## src/rtl/unified_mem_arbiter_pkg.sv

```systemverilog
// ---------------------------------------------------------------------------
// mem_arb_pkg
// Shared types for the unified instruction/data memory arbiter.
//   arb_state_t : arbiter FSM states (IDLE, BUSY_I, BUSY_D)
//   arb_owner_t : which core port won arbitration
//   STARVE_W    : width of the fetch starvation counter
// ---------------------------------------------------------------------------
package mem_arb_pkg;

   localparam int STARVE_W = 4;

   typedef enum logic [1:0] {
      IDLE   = 2'd0,
      BUSY_I = 2'd1,
      BUSY_D = 2'd2
   } arb_state_t;

   typedef enum logic {
      OWN_I = 1'b0,
      OWN_D = 1'b1
   } arb_owner_t;

endpackage

```

## src/rtl/unified_mem_arbiter_if.sv

```systemverilog
// ---------------------------------------------------------------------------
// unified_mem_arbiter_if
// Bundles the three buses around the arbiter: the core fetch port (i_*),
// the core data port (d_*) and the single-port memory macro (m_*).
//   modport slave  : arbiter view (takes core requests, drives memory)
//   modport master : environment view (core ports and memory macro)
// Parameters: AW address width, DW data width.
// ---------------------------------------------------------------------------
interface unified_mem_arbiter_if #(
   parameter int AW = 32,
   parameter int DW = 32
);
   // fetch port
   logic          i_req;
   logic [AW-1:0] i_addr;
   logic [DW-1:0] i_rdata;
   logic          i_valid;
   // data port
   logic          d_req;
   logic [AW-1:0] d_addr;
   logic [DW-1:0] d_wdata;
   logic          d_we;
   logic [DW-1:0] d_rdata;
   logic          d_valid;
   // memory side
   logic          m_req;
   logic [AW-1:0] m_addr;
   logic [DW-1:0] m_wdata;
   logic          m_we;
   logic [DW-1:0] m_rdata;
   logic          m_valid;

   modport slave (
      input  i_req, i_addr, d_req, d_addr, d_wdata, d_we, m_rdata, m_valid,
      output i_rdata, i_valid, d_rdata, d_valid, m_req, m_addr, m_wdata, m_we
   );

   modport master (
      output i_req, i_addr, d_req, d_addr, d_wdata, d_we, m_rdata, m_valid,
      input  i_rdata, i_valid, d_rdata, d_valid, m_req, m_addr, m_wdata, m_we
   );

endinterface

```

## src/rtl/unified_mem_arbiter_starve_ctr.sv

```systemverilog
// ---------------------------------------------------------------------------
// arb_starve_ctr
// Saturating counter of data grants made while a fetch is waiting.
//   clk, reset_n : clock, asynchronous active-low reset
//   inc          : count one more starving data grant (saturates at MAX)
//   clr          : clear (fetch was granted); wins over inc
//   at_max       : counter has reached MAX, fetch must be served next
// Parameter MAX : saturation value, 1..15.
// ---------------------------------------------------------------------------
module arb_starve_ctr
   import mem_arb_pkg::*;
#(
   parameter int MAX = 4
) (
   input  logic clk,
   input  logic reset_n,
   input  logic inc,
   input  logic clr,
   output logic at_max
);

   localparam logic [STARVE_W-1:0] MAX_C = STARVE_W'(MAX);

   logic [STARVE_W-1:0] cnt;

   always_ff @(posedge clk or negedge reset_n) begin
      if (!reset_n) begin
         cnt <= '0;
      end else if (clr) begin
         cnt <= '0;
      end else if (inc && (cnt != MAX_C)) begin
         cnt <= cnt + 1'b1;
      end
   end

   assign at_max = (cnt >= MAX_C);

endmodule

```

## src/rtl/unified_mem_arbiter.sv

```systemverilog
// ---------------------------------------------------------------------------
// unified_mem_arbiter
// Shares one single-port memory between the core's fetch port and data
// port. One transaction is outstanding at a time. The data port has fixed
// priority; after STARVE_MAX consecutive data grants with a fetch pending,
// the fetch is forced through.
//
// Ports:
//   clk, reset_n : clock, asynchronous active-low reset
//   bus          : unified_mem_arbiter_if.slave (i_*, d_*, m_* signals)
//   perf_*       : 32-bit saturating grant/conflict counters, present only
//                  when the ARB_PERF_CNT_EN macro is defined
//
// Parameters: AW address width, DW data width, STARVE_MAX (1..15).
// Optional feature macro: ARB_PERF_CNT_EN.
// ---------------------------------------------------------------------------
module unified_mem_arbiter
   import mem_arb_pkg::*;
#(
   parameter int AW         = 32,
   parameter int DW         = 32,
   parameter int STARVE_MAX = 4
) (
   input  logic                   clk,
   input  logic                   reset_n,
   unified_mem_arbiter_if.slave   bus
`ifdef ARB_PERF_CNT_EN
   ,
   output logic [31:0]            perf_i_grants,
   output logic [31:0]            perf_d_grants,
   output logic [31:0]            perf_conflict
`endif
);

   arb_state_t    state;
   arb_owner_t    winner;
   logic          grant;
   logic          at_max;
   logic          starve_inc;
   logic          starve_clr;

   logic          m_req_q;
   logic          m_we_q;
   logic [AW-1:0] m_addr_q;
   logic [DW-1:0] m_wdata_q;

   // Arbitration only happens in IDLE; data wins unless a fetch is waiting
   // and the starvation counter has run out.
   always_comb begin
      grant  = 1'b0;
      winner = OWN_I;
      if (state == IDLE) begin
         if (bus.d_req && (!bus.i_req || !at_max)) begin
            grant  = 1'b1;
            winner = OWN_D;
         end else if (bus.i_req) begin
            grant  = 1'b1;
            winner = OWN_I;
         end
      end
   end

   // Only data grants that actually bypass a waiting fetch count as starving.
   assign starve_inc = grant && (winner == OWN_D) && bus.i_req;
   assign starve_clr = grant && (winner == OWN_I);

   arb_starve_ctr #(
      .MAX (STARVE_MAX)
   ) u_starve_ctr (
      .clk     (clk),
      .reset_n (reset_n),
      .inc     (starve_inc),
      .clr     (starve_clr),
      .at_max  (at_max)
   );

   always_ff @(posedge clk or negedge reset_n) begin
      if (!reset_n) begin
         state     <= IDLE;
         m_req_q   <= 1'b0;
         m_we_q    <= 1'b0;
         m_addr_q  <= '0;
         m_wdata_q <= '0;
      end else begin
         m_req_q <= 1'b0;
         case (state)
            IDLE: begin
               if (grant) begin
                  m_req_q <= 1'b1;
                  if (winner == OWN_D) begin
                     m_addr_q  <= bus.d_addr;
                     m_wdata_q <= bus.d_wdata;
                     m_we_q    <= bus.d_we;
                     state     <= BUSY_D;
                  end else begin
                     // Fetches never write; write data is left as is.
                     m_addr_q  <= bus.i_addr;
                     m_we_q    <= 1'b0;
                     state     <= BUSY_I;
                  end
               end
            end
            BUSY_I, BUSY_D: begin
               if (bus.m_valid) begin
                  state <= IDLE;
               end
            end
            default: state <= IDLE;
         endcase
      end
   end

   assign bus.m_req   = m_req_q;
   assign bus.m_we    = m_we_q;
   assign bus.m_addr  = m_addr_q;
   assign bus.m_wdata = m_wdata_q;

   // Completion is passed straight through so the owner sees it in the same
   // cycle as the memory; m_valid outside a BUSY state is dropped.
   assign bus.i_valid = (state == BUSY_I) && bus.m_valid;
   assign bus.d_valid = (state == BUSY_D) && bus.m_valid;
   assign bus.i_rdata = bus.m_rdata;
   assign bus.d_rdata = bus.m_rdata;

`ifdef ARB_PERF_CNT_EN
   function automatic logic [31:0] sat_inc(input logic [31:0] v);
      return (v == 32'hFFFF_FFFF) ? v : v + 32'd1;
   endfunction

   always_ff @(posedge clk or negedge reset_n) begin
      if (!reset_n) begin
         perf_i_grants <= '0;
         perf_d_grants <= '0;
         perf_conflict <= '0;
      end else begin
         if (grant && (winner == OWN_I)) begin
            perf_i_grants <= sat_inc(perf_i_grants);
         end
         if (grant && (winner == OWN_D)) begin
            perf_d_grants <= sat_inc(perf_d_grants);
         end
         if ((state == IDLE) && bus.i_req && bus.d_req) begin
            perf_conflict <= sat_inc(perf_conflict);
         end
      end
   end
`endif

endmodule
```

## src/flat_wrapper.sv

```systemverilog
// flat-port wrapper written by rule: the top's interface ports become plain ports
module unified_mem_arbiter_flat import mem_arb_pkg::*;
#(
   parameter int AW         = 32,
   parameter int DW         = 32,
   parameter int STARVE_MAX = 4
)
  (clk, reset_n, bus_i_req, bus_i_addr, bus_d_req, bus_d_addr, bus_d_wdata, bus_d_we, bus_m_rdata, bus_m_valid, bus_i_rdata, bus_i_valid, bus_d_rdata, bus_d_valid, bus_m_req, bus_m_addr, bus_m_wdata, bus_m_we);
  unified_mem_arbiter_if #(.AW(AW), .DW(DW)) bus_i ();
  input  logic clk;
  input  logic reset_n;
  input wire logic [$bits(bus_i.i_req)-1:0] bus_i_req;
  input wire logic [$bits(bus_i.i_addr)-1:0] bus_i_addr;
  input wire logic [$bits(bus_i.d_req)-1:0] bus_d_req;
  input wire logic [$bits(bus_i.d_addr)-1:0] bus_d_addr;
  input wire logic [$bits(bus_i.d_wdata)-1:0] bus_d_wdata;
  input wire logic [$bits(bus_i.d_we)-1:0] bus_d_we;
  input wire logic [$bits(bus_i.m_rdata)-1:0] bus_m_rdata;
  input wire logic [$bits(bus_i.m_valid)-1:0] bus_m_valid;
  output wire logic [$bits(bus_i.i_rdata)-1:0] bus_i_rdata;
  output wire logic [$bits(bus_i.i_valid)-1:0] bus_i_valid;
  output wire logic [$bits(bus_i.d_rdata)-1:0] bus_d_rdata;
  output wire logic [$bits(bus_i.d_valid)-1:0] bus_d_valid;
  output wire logic [$bits(bus_i.m_req)-1:0] bus_m_req;
  output wire logic [$bits(bus_i.m_addr)-1:0] bus_m_addr;
  output wire logic [$bits(bus_i.m_wdata)-1:0] bus_m_wdata;
  output wire logic [$bits(bus_i.m_we)-1:0] bus_m_we;
  assign bus_i.i_req = bus_i_req;
  assign bus_i.i_addr = bus_i_addr;
  assign bus_i.d_req = bus_d_req;
  assign bus_i.d_addr = bus_d_addr;
  assign bus_i.d_wdata = bus_d_wdata;
  assign bus_i.d_we = bus_d_we;
  assign bus_i.m_rdata = bus_m_rdata;
  assign bus_i.m_valid = bus_m_valid;
  assign bus_i_rdata = bus_i.i_rdata;
  assign bus_i_valid = bus_i.i_valid;
  assign bus_d_rdata = bus_i.d_rdata;
  assign bus_d_valid = bus_i.d_valid;
  assign bus_m_req = bus_i.m_req;
  assign bus_m_addr = bus_i.m_addr;
  assign bus_m_wdata = bus_i.m_wdata;
  assign bus_m_we = bus_i.m_we;
  unified_mem_arbiter #(.AW(AW), .DW(DW), .STARVE_MAX(STARVE_MAX)) u_core (.clk(clk), .reset_n(reset_n), .bus(bus_i));
endmodule
```

## config.mk

```make
export PLATFORM = sky130hd
export DESIGN_NAME = unified_mem_arbiter_flat
export DESIGN_NICKNAME = d
export VERILOG_FILES = /design/src/rtl/unified_mem_arbiter_pkg.sv /design/src/rtl/unified_mem_arbiter_if.sv /design/src/rtl/unified_mem_arbiter_starve_ctr.sv /design/src/rtl/unified_mem_arbiter.sv /design/src/flat_wrapper.sv
export SDC_FILE = /design/constraint.sdc
export NUM_CORES = 1
export LEC_CHECK = 0
export ABC_AREA = 1
export CORE_ASPECT_RATIO = 1.5
export CORE_MARGIN = 10
export CORE_UTILIZATION = 39
export DETAILED_ROUTE_END_ITERATION = 16
export GPL_ROUTABILITY_DRIVEN = 1
export PLACE_DENSITY_LB_ADDON = 0.15
export SLEW_MARGIN = 40
export SYNTH_ARGS = -nofsm -noshare
export SYNTH_HDL_FRONTEND = slang
export SYNTH_HIERARCHICAL = 1
export SYNTH_SLANG_ARGS = --single-unit
```

## constraint.sdc

```tcl
create_clock -name clk -period 2.9 [get_ports clk]
set_input_delay 0.87 -clock clk [delete_from_list [all_inputs] [get_ports clk]]
set_output_delay 0.87 -clock clk [all_outputs]
set_load 0.1 [all_outputs]
```

==> flow_metrics.tcl <==
set metrics [dict create \
    dpl.hpwl_um 9676 \
    die-height_um 145.9 \
    initialDrtViolationCount 160 \
    nets 784 \
    synthSimpleGateAreaFrac_pct 33.34 \
    slew_headroom_pct 63.29 \
    post-cts-setup-buffers 0 \
    grt_pass1_vias 3897 \
    synth_top_area_share_pct 43.73 \
    cts_made_buffers 9 \
    hold_viol_final 0 \
    first_pass_iters 4 \
    synth_edf_count 0 \
    synth_nets 685 \
    hold_path_end "u_core/bus.m_wdata[24]$_DFFE_PN0P_" \
    rsz0062_at_grt "no" \
    wl_um 12710 \
    clock-sinks 72 \
    cts_tree "done" \
    slowest_stage "clkdlybuf4s50_1" \
    min_from "u_core/bus.m_wdata[24]$_DFFE_PN0P_" \
    viasPerCell 4.682 \
    initial_core_util_pct 40.21 \
    fin_crit_sh_pct 88.72 \
    yosys_warnings 6 \
    worstPathMaxFanout 3 \
    synth_common_cells "242 x nand2_1, 72 x dfrtp_1, 69 x buf_4" \
    cp-end-kind "output pin" \
    setup_viol 0 \
    die_area_sq_um 15160 \
    timing.setup.tns_ps 0 \
    cts_root_buf "clkbuf_16" \
    syn_to_final_growth_pct 34.89 \
    pin_count 266 \
    maxSlewViolCount 0 \
    synthTopCellsByArea "dfrtp_1 44%, nand2_1 22%, buf_4 13%, nand4_1 5.3%, nand3_1 4.5%" \
    synth_mux_area_share_pct 0 \
    cts_hold_buf 0 \
    r2r_slack_ps 970 \
    ys_ff_latch 72 \
    clk_latency_ps 330 \
    clock.fmax_ghz 0.3887 \
    gp_congestion 0.7757 \
    postRouteAntennaNets 0 \
    startpoint_type "input port" \
    grt_pass1_wl_um 20600 \
    cp.arrival_ps 1700 \
    synth_xor_area_share_pct 0 \
    post_cts_resized 0 \
    status "finished clean" \
    async_flop_share_pct 100.0 \
    dieWidth_um 103.9 \
    port_buffers 169 \
    cp_cell_sequence "clkdlybuf4s50_1 -> nand2_1 -> inv_1 -> buf_12" \
    synth-seq-area-share_pct 43.73 \
    grt_max_degree 41 \
    clk_pin_slew_ps 60 \
    grtUsageTotal_pct 16.81 \
    hold_depth 2 \
    wl_per_cell_um 16.09 \
    r2r_start "u_core/state[0]$_DFFE_PN0P_" \
    synth_compound_area_share_pct 0.9414 \
    vias 3699 \
    synth.most_common_cell "nand2_1" \
    antenna_found_initial 0 \
    core_sq_um 10250 \
    post-route-min-period_ps 2573 \
    grt.overflow.total 0 \
    synth_fa_ha_area_share_pct 1.518 \
    crit_family "buffers and inverters" \
    cts_max_path_buffers 2 \
    finalClockSkew_ps 7.361 \
    critical_path_class "input port to output pin" \
    ys_dominant_reg_cell "dfrtp_1" \
    synth_top_family_by_area "simple AND/OR/NAND/NOR gates" \
    cap_violations 0 \
    hp-class "flop to flop" \
    syn_area_sq_um 4120 \
    postSynthAreaPerCell_sq_um 7.546 \
    critPathMaxStageDelay_ps 500 \
    num_rows 45 \
    required_ps 2030 \
    drive_above_1_share_pct 17.10 \
    diodes 0 \
    drc 0 \
    r2r_cells 11 \
    cp.depth 4 \
    cts_max_level 3 \
    worst_pin_slew_ps 550.7 \
    synth_largest_area_cell "dfrtp_1" \
    reg2reg_to "u_core/u_starve_ctr/cnt[2]$_DFFE_PN0P_" \
    crit_buf_inv 3 \
    ys_types 19 \
    synthCells 546 \
]
## per-layer routing
layer  routed length, um  track usage [%]
met2                6761            30.70
met5                   0                0
met3                 731            4.648
met4                 565            9.916
met1                4648            16.39
## placed cells by master (no fill, tap or decap)
cell	synthesis	layout
nand2_1	242	242
o21ai_4	1	1
dfrtp_1	72	72
clkbuf_16	0	9
ha_2	0	1
nor2_1	3	3
inv_2	3	3
ha_1	5	4
nand2_2	2	2
o21ai_2	2	2
clkinvlp_4	0	2
nand2_4	1	1
clkbuf_8	0	1
or2_1	1	1
nand3_2	2	2
buf_4	69	82
nand4_1	35	35
clkinv_2	0	2
inv_1	43	43
clkinv_4	0	1
clkdlybuf4s50_1	0	100
buf_12	0	2
nand3_1	37	37
a21oi_1	1	1
## registers in the layout (all words and copies together), names as in the netlist
signal and flops:
u_core/bus.m_addr 32, u_core/bus.m_req 1, u_core/bus.m_wdata 32, u_core/bus.m_we 1, u_core/state 2, u_core/u_starve_ctr/cnt 4
## stage by stage
| stage | util (%) | setup WS [ps] | hold WS [ps] | cell area [sq um] | std cells |
|---|---|---|---|---|---|
| after global routing | 54.24 | 235.1 | 496.1 | 5558 | 790 |
| after detailed placement | 51.58 | 319.5 | 466.0 | 5285 | 775 |
| final | 54.24 | 327.1 | 478.1 | 5558 | 790 |
| after floorplan | - | 538.2 | 466.5 | 4120 | 546 |
| after CTS | 54.24 | 317.8 | 481.8 | 5558 | 790 |
| after global placement | 51.58 | 337.3 | 463.9 | 5285 | 775 |
## cell families (layout without fill, tap and decap cells)
kind of cell / after synthesis / in the layout
flip-flops: 72 / 72
AO/OA/AOI/OAI: 4 / 4
AND/OR/NAND/NOR: 323 / 323
adder cells (fa/ha/maj): 5 / 5
buffers and inverters: 142 / 245
## final cells by class
| class | instances | area, sq um |
|---|---|---|
| sequential | 72 | 1802 |
| tap | 141 | 176.4 |
| timing repair buffer | 184 | 1657 |
| multi-input combinational | 332 | 1478 |
| clock inverter | 5 | 33.78 |
| inverter | 46 | 172.7 |
| clock buffer | 10 | 239.0 |
| fill | 1047 | 4690 |
## worst max path at each step
stage,startpoint,endpoint,slack (ps)
after global routing,bus_m_valid,bus_d_valid,240
after global placement,bus_m_valid,bus_i_valid,340
after CTS,bus_m_valid,bus_d_valid,320
final,bus_m_valid,bus_d_valid,330
after detailed placement,bus_m_valid,bus_d_valid,320
after floorplan,bus_m_valid,bus_d_valid,540
## worst reg2reg max path: stages (launching register included)
cell	delay, ps
dfrtp_1	400
inv_1	90
ha_2	480
nand3_2	170
inv_2	190
nand2_1	70
inv_1	90
nand2_2	80
inv_2	90
nand3_1	70
nand2_1	60
inv_1	30
Power is left out: the tool's default activity adds up to more than one toggle a clock period on the data nets, which glitch-free logic cannot reach.
